### config.mk
export PLATFORM = sky130hd
export DESIGN_NAME = bpa_beat_sequencer
export DESIGN_NICKNAME = d
export VERILOG_FILES = /design/src/rtl/bpa_beat_sequencer_pkg.sv /design/src/rtl/bpa_beat_counter.sv /design/src/rtl/bpa_beat_sequencer.sv
export SDC_FILE = /design/constraint.sdc
export NUM_CORES = 2
export LEC_CHECK = 0
export ABC_AREA = 0
export CAP_MARGIN = 5
export CORE_AREA = 5 5 627 629
export DETAILED_ROUTE_END_ITERATION = 12
export DIE_AREA = 0 0 632 634
export GPL_TIMING_DRIVEN = 0
export PLACE_DENSITY_LB_ADDON = 0.3
export SLEW_MARGIN = 20
export SYNTH_ARGS = -nofsm -noshare
export SYNTH_HDL_FRONTEND = slang
export SYNTH_SLANG_ARGS = --single-unit
### constraint.sdc
create_clock -name clk -period 6 [get_ports clk]
set_input_delay 1.2 -clock clk [delete_from_list [all_inputs] [get_ports clk]]
set_output_delay 1.2 -clock clk [all_outputs]
set_load 0.01 [all_outputs]
### src/rtl/bpa_beat_sequencer_pkg.sv
// Shared state encoding, sizing and beat-order helpers for the
// carry-bypass adder beat sequencer.
package bpa_beat_sequencer_pkg;

  typedef enum logic [1:0] {
    LOAD_A,
    LOAD_B,
    WAIT,
    UNLOAD
  } seq_state_e;

  localparam int N_DEF = 512;
  localparam int W_DEF = 32;
  localparam int BEATS = N_DEF / W_DEF;

  function automatic int cnt_w(input int n);
    return (n > 1) ? $clog2(n) : 1;
  endfunction

  function automatic int beats_of(input int n, input int w);
    return n / w;
  endfunction

  // Little-endian: beat k occupies bits [(k+1)w-1 : kw].
  function automatic int beat_lsb(input int k, input int w);
    return k * w;
  endfunction

endpackage

### src/rtl/bpa_beat_counter.sv
// Mod-BEATS_P beat counter with enable, synchronous clear and
// terminal-count flag.
module bpa_beat_counter
  import bpa_beat_sequencer_pkg::*;
#(
  parameter int BEATS_P = 16,
  parameter int CW      = cnt_w(BEATS_P)
) (
  input  logic          clk,
  input  logic          clr_i,
  input  logic          en_i,
  output logic [CW-1:0] cnt_o,
  output logic          tc_o
);

  logic [CW-1:0] cnt_q, cnt_d;

  assign tc_o  = cnt_q == CW'(BEATS_P - 1);
  assign cnt_o = cnt_q;

  always_comb begin
    cnt_d = cnt_q;
    if (clr_i) begin
      cnt_d = '0;
    end else if (en_i) begin
      cnt_d = tc_o ? '0 : cnt_q + 1'b1;
    end
  end

  always_ff @(posedge clk) begin
    cnt_q <= cnt_d;
  end

endmodule

### src/rtl/bpa_beat_sequencer.sv
// Serialises wide adder operands in from W-bit beats, waits out the
// adder latency, then streams Sum back out as W-bit beats.
module bpa_beat_sequencer
  import bpa_beat_sequencer_pkg::*;
#(
  parameter int N       = 512,
  parameter int W       = 32,
  parameter int ADD_LAT = 2
) (
  input  logic         clk,
  input  logic         rst,
  input  logic         in_valid,
  output logic         in_ready,
  input  logic [W-1:0] in_data,
  output logic         out_valid,
  input  logic         out_ready,
  output logic [W-1:0] out_data,
  output logic         out_last,
  output logic         out_cout,
  output logic [N-1:0] add_a,
  output logic [N-1:0] add_b,
  input  logic [N-1:0] add_sum,
  input  logic         add_cout
);

  localparam int NB = beats_of(N, W);
  localparam int CW = cnt_w(NB);
  localparam int LW = cnt_w(ADD_LAT + 1);

  seq_state_e state_q, state_d;
  logic [N-1:0] a_q, a_d, b_q, b_d;
  logic [N-1:0] res_q, res_d;
  logic rc_q, rc_d;
  logic [LW-1:0] wcnt_q, wcnt_d;
  logic [CW-1:0] icnt, ocnt;
  logic itc, otc;
  logic in_fire, out_fire;
  logic [NB-1:0][W-1:0] res_v;

  assign in_ready  = !rst &&
                     (state_q == LOAD_A || state_q == LOAD_B);
  assign out_valid = state_q == UNLOAD;
  assign in_fire   = in_valid && in_ready;
  assign out_fire  = out_valid && out_ready;
  assign res_v     = res_q;
  assign out_data  = out_valid ? res_v[ocnt] : '0;
  assign out_last  = out_valid && otc;
  assign out_cout  = out_valid && rc_q;
  assign add_a     = a_q;
  assign add_b     = b_q;

  bpa_beat_counter #(.BEATS_P(NB)) u_in_cnt (
    .clk   (clk),
    .clr_i (rst),
    .en_i  (in_fire),
    .cnt_o (icnt),
    .tc_o  (itc)
  );

  bpa_beat_counter #(.BEATS_P(NB)) u_out_cnt (
    .clk   (clk),
    .clr_i (rst),
    .en_i  (out_fire),
    .cnt_o (ocnt),
    .tc_o  (otc)
  );

  always_comb begin
    a_d = a_q;
    b_d = b_q;
    for (int k = 0; k < NB; k++) begin
      if (in_fire && icnt == CW'(k)) begin
        if (state_q == LOAD_A) begin
          a_d[beat_lsb(k, W) +: W] = in_data;
        end else begin
          b_d[beat_lsb(k, W) +: W] = in_data;
        end
      end
    end
  end

  always_comb begin
    state_d = state_q;
    wcnt_d  = wcnt_q;
    res_d   = res_q;
    rc_d    = rc_q;
    unique case (state_q)
      LOAD_A: begin
        if (in_fire && itc) state_d = LOAD_B;
      end
      LOAD_B: begin
        if (in_fire && itc) begin
          state_d = WAIT;
          wcnt_d  = '0;
        end
      end
      WAIT: begin
        wcnt_d = wcnt_q + 1'b1;
        // Operands settled ADD_LAT edges ago; Sum is now valid.
        if (wcnt_q == LW'(ADD_LAT)) begin
          res_d   = add_sum;
          rc_d    = add_cout;
          state_d = UNLOAD;
        end
      end
      UNLOAD: begin
        if (out_fire && otc) state_d = LOAD_A;
      end
      default: state_d = LOAD_A;
    endcase
  end

  always_ff @(posedge clk) begin
    if (rst) begin
      state_q <= LOAD_A;
      a_q     <= '0;
      b_q     <= '0;
      res_q   <= '0;
      rc_q    <= 1'b0;
      wcnt_q  <= '0;
    end else begin
      state_q <= state_d;
      a_q     <= a_d;
      b_q     <= b_d;
      res_q   <= res_d;
      rc_q    <= rc_d;
      wcnt_q  <= wcnt_d;
    end
  end

endmodule
# Yosys cells after proc, flatten, opt, wreduce, memory -nomap -nowiden
# Index checks and enable logic that the tools add are counted.
# op_classes
n_reduce_logical	62
add_sub_neg	3
mux	12
order_cmp	1
bitwise	1
n_eq_ne	24
# ops
cell	count
binary-select mux 32 bit (select 4 bit)	1
AND reduction 2 bit	34
two-way mux 32 bit	2
equality test 4 bit, second input constant	9
logical AND 1 bit	22
equality test 4 x 3 -> 1 bit, second input constant	4
two-way mux 2 bit	5
adder 4 x 1 -> 4 bit, second input constant	2
equality test 4 x 2 -> 1 bit, second input constant	2
two-way mux 4 bit	2
one-hot mux 2 bit (4 select lines)	1
equality test 2 bit, second input constant	3
!= test 2 x 1 -> 1 bit, second input constant	3
< comparator 4 x 5 -> 1 bit, second input constant	1
equality test 4 x 1 -> 1 bit, second input constant	1
zero test 4 bit	1
one-hot mux 2 bit (2 select lines)	1
AND reduction 4 bit	1
adder 2 x 1 -> 2 bit, second input constant	1
equality test 2 x 1 -> 1 bit, second input constant	1
zero test 2 bit	1
!= test 2 bit, second input constant	1
nonzero test 2 bit	1
zero test 1 bit	1
other kinds (2)	2
# word_totals
input_bits	549
elab_cells	141
out_inout_bits	1060
register_bits	1549

# Logic depth before layout (Yosys ltp)
# logic_depth
depth_word	7
depth_mapped	10

# Hierarchy
# From an unflattened synthesis, not the netlist that was laid out.
# unflattened
cells_unflattened	7271
area_unflattened_um2	58154.5
# by_module_without_submodules
module	seq_area_each_um2	instances	area_per_inst_um2	cells_each
bpa_beat_sequencer	30849.6	1	57801.7	7233
bpa_beat_counter	80.1	2	176.4	19

# Worst setup path before layout
# Ideal clock, no wire load.
# synth_timing
path_type	reg-to-output
startpoint	reg state_q[0]
endpoint	out out_data[29]
path_buffers	2
t_arrival_ns	1.696
slack_ns	3.104
stages_incl_launch_ff	8
path_cell_list	dfxtp_1 ha_1 clkbuf_1 nand2_1 nor2_1 clkbuf_1 a22oi_1 o21ai_0
# synth_via
elab_chain_len	2
# synth_lines
item	line	source
start: declaration	bpa_beat_sequencer.sv:30	seq_state_e state_q, state_d;
start signal: assignment	bpa_beat_sequencer.sv:122	state_q <= state_d;
equality test 2 bit	bpa_beat_sequencer.sv:42	assign out_valid = state_q == UNLOAD;
via out_valid	bpa_beat_sequencer.sv:15	output logic out_valid,
two-way mux 32 bit	bpa_beat_sequencer.sv:46	assign out_data = out_valid ? res_v[ocnt] : '0;
end: declaration	bpa_beat_sequencer.sv:17	output logic [W-1:0] out_data,
# The timed path passes the listed nets, and every way through them passes these cells.

# Worst setup path in the final report
# layout_timing
startpoint	reg u_out_cnt.cnt_q[2], in the netlist u_out_cnt.cnt_o[2]
endpoint	out out_data[25]
# layout_via
elab_chain_len	3
# layout_lines
item	line	source
start: declaration	bpa_beat_counter.sv:16	logic [CW-1:0] cnt_q, cnt_d;
start signal: assignment	bpa_beat_counter.sv:31	cnt_q <= cnt_d;
binary-select mux 32 bit (select 4 bit)	bpa_beat_sequencer.sv:46	
two-way mux 32 bit (not written as such)	bpa_beat_sequencer.sv:46	
two-way mux 32 bit	bpa_beat_sequencer.sv:46	
# Every way passes these cells. The select of a mux whose other input is x is not followed.

==> summary.md <==
| Metric | Value |
|---|---|
| Initial Util | `0.152` |
| DRT Pass-1 Iters | `8` |
| Post-Route WL | `410000 um` |
| Routed Antenna Nets | `0` |
| Largest family of logic cells by synthesized area | `multiplexers` |
| Post-synth cell types | `43` |
| Die W | `632 um` |
| Fraction of final layout cells sized beyond drive strength 1 | `0.0814` |
| Most frequent cells after synthesis | `dfxtp_1, nand2_1, mux2i_1` |
| CTS Buffer Depth | `4` |
| Pin count of the biggest net entering global routing | `20` |
| R2R depth | `8` |
| Post-synthesis mux area share | `0.199` |
| Clk sink count | `1549` |
| Initial drt markers | `3897` |
| GRT overflow | `0` |
| Row count | `229` |
| First-pass GRT wire length | `521000 um` |
| Worst-skew pair later-pin latency | `0.94 ns` |
| Hold path startpoint | `add_a[413]$_SDFFE_PP0P_` |
| Clock transition at path regs | `0.06 ns` |
| Sequential fraction of the synthesis area | `0.526` |
| Pwr dens | `267 mW/mm2` |
| #FFs+latches synth | `1549` |
| GRT Total Usage | `0.194` |
| TritonCTS Buffers | `193` |
| Storage cell area | `0.0310 mm2` |
| Cell taking the most area after synthesis | `dfxtp_1` |
| WHS | `0.452 ns` |
| Post-synth EDFFs | `0` |
| Die area | `0.401 mm2` |
| Post-synthesis cell count | `6310` |
| Synth area leaders | `dfxtp_1, mux2i_1, nand2_1` |
| Initial antenna violation count | `143` |
| MaxCap Viol Count | `0` |
| Via count | `53400` |
| Asr flop ratio synth | `0` |
| Worst Setup SP | `u_out_cnt.cnt_o[2]$_SDFFE_PP0N_` |
| Final setup fails | `0` |
| Core area | `0.387 mm2` |
| Fill cells | `42700` |
| Post-synth top area share | `0.526` |
| Synth Cell Area | `0.0589 mm2` |
| Final hold vios | `0` |
| Yosys Warn Count | `0` |
| Area grow syn2layout | `50.2%` |
| Worst slew pin tran | `1.21 ns` |
| Worst Hold Class | `flip-flop to flip-flop` |
| Setup Crit Path Kind | `flip-flop to primary output` |
| CP startpoint kind | `flip-flop` |
| Most numerous cell in the Yosys netlist | `dfxtp_1` |
| Leakage | `0.0360 uW` |
| Total I/O pin count | `1609` |
| CP max FO | `10` |
| Status | `finished clean` |
| CTS tree | `done` |
| Die Span Y | `634 um` |
| Synth Net Count | `6869` |
| Relative slew slack | `0.197` |
| Final nets | `8690` |
| Multi-input logic area | `0.0252 mm2` |
| Fin Clk Skew | `0.0989 ns` |
| Root Buffer | `clkbuf_16` |
| Layout Utilization | `0.229` |
| Vias in the first global route | `52300` |
| CTS HTree Levels | `4` |
| Final RePlAce weighted congestion | `0.904` |
| R2R Path Start | `state_q[0]$_SDFFE_PP0P_` |
| Post-synthesis simple-gate area fraction | `0.155` |
| Synth Area in Adders | `0.00212` |
| RSZ-0062 raised after global routing | `false` |
| Fmax | `0.171 GHz` |
| Wire per inst | `30.3 um` |
| CP Data Required Time | `4.80 ns` |
| Final period util | `0.974` |
| Post-layout min period | `5.84 ns` |
| Hold EP | `add_a[413]$_SDFFE_PP0P_` |
| Final Slew Violations | `0` |
| Synth Area in Compound Gates | `0.0710` |
| Final routed DRC violation total | `0` |
| Hpwl dp | `340000 um` |
| Critical Path AT | `4.64 ns` |
| Xor-xnor portion of the synthesized cell area | `0.000594` |
| Hold depth | `2` |
| Post-synth top flop | `dfxtp_1` |
| RR Endpoint | `res_q[372]$_SDFFE_PP0P_` |
| Nature of the critical path endpoint | `primary output` |
| Vias per inst | `3.95` |
| Avg Cell Area, Syn | `9.34 um2` |
| VDD IR max | `0.256 mV` |
| R2r setup slk | `2.63 ns` |
| CTS Hold Bufs | `0` |
| IO Port Bufs | `1608` |
-- per-layer routing --
metal	vias to the layer above	routed length, um	track usage
met5	-	199	0
met4	36	23000	0.0923
met3	621	26800	0.0486
met2	2037	225000	0.382
met1	26000	136000	0.186
li1	24700	-	-
-- registers in the layout (all words and copies together) (netlist names) --
register / flops
u_in_cnt.cnt_o: 4
rc_q: 1
add_a: 512
add_b: 512
res_q: 512
state_q: 2
u_out_cnt.cnt_o: 4
wcnt_q: 2
-- cells by family after synthesis --
kind of cell,Yosys count
buffers and inverters,580
XOR/XNOR,4
flip-flops,1549
AND/OR/NAND/NOR,2294
multiplexers,1090
adder cells (fa/ha/maj),10
AO/OA/AOI/OAI,783
-- critical path, cell delays in order (launching register included) --
cell and delay, ns:
dfxtp_1 0.59, buf_2 0.46, buf_1 0.77, mux4_2 0.43, a22oi_1 0.40, o21ai_0 0.41
clkdlybuf4s50_1 0.66
-- final cells by class --
cell class	instances	area share
Tap cell	5197	0.0734
Inverter	11	0.000466
Multi-Input combinational cell	4181	0.284
Antenna cell	52	0.00147
Timing Repair Buffer	1626	0.186
Clock inverter	65	0.00908
Sequential cell	1549	0.350
Buffer	569	0.0316
Clock buffer	278	0.0633
-- how the worst max path moves through the flow --
stage                     slack [ns]                 endpoint
after global placement         -0.59  add_b[240]$_SDFFE_PP0P_
final                           0.16             out_data[25]
after detailed placement        1.00             out_data[24]
after floorplan                 3.10             out_data[29]
after global routing            0.09             out_data[22]
after CTS                       0.04             out_data[17]
-- metrics by stage --
step	area [um2]	worst slack [ns]	total power, uW	std cells	TNS, ns
2_1_floorplan	58900	3.10	10900	6310	0
4_1_cts	88400	0.0449	24000	13500	0
6_report	88600	0.158	23700	13500	0
5_1_grt	88500	0.0924	24400	13500	0
3_5_place_dp	82000	1.00	11900	13100	0
3_3_place_gp	81500	-0.594	11900	13100	-29.45
-- cell usage in the layout (no fill, tap or decap), drive strengths merged, types with 5 or more instances in the layout --
cell / netlist / layout
a21oi: 645 / 645
nand2: 1323 / 1323
nand3: 5 / 5
dfxtp: 1549 / 1549
clkinv: 0 / 40
nor3: 5 / 5
o21ai: 33 / 33
buf: 205 / 223
and3: 5 / 5
nand4: 32 / 32
clkinvlp: 0 / 8
nor2: 905 / 905
clkbuf: 364 / 642
inv: 11 / 19
clkdlybuf4s50: 0 / 1608
ha: 10 / 10
diode: 0 / 52
bufinv: 0 / 9
mux4: 64 / 64
a22oi: 95 / 95
mux2i: 1025 / 1025
-- power breakdown --
part           switching, uW  internal [uW]
Combinational            869            471
Clock                   5090           6910
Sequential              13.6          10300
Total                   5980          17700
-- timing repair --
action / in CTS / in global routing
gates resized for setup: 1 / 0
endpoints found under the setup margin: 1 / 0
buffers inserted: 0 / 0
Power figures use the tool's default switching activity.
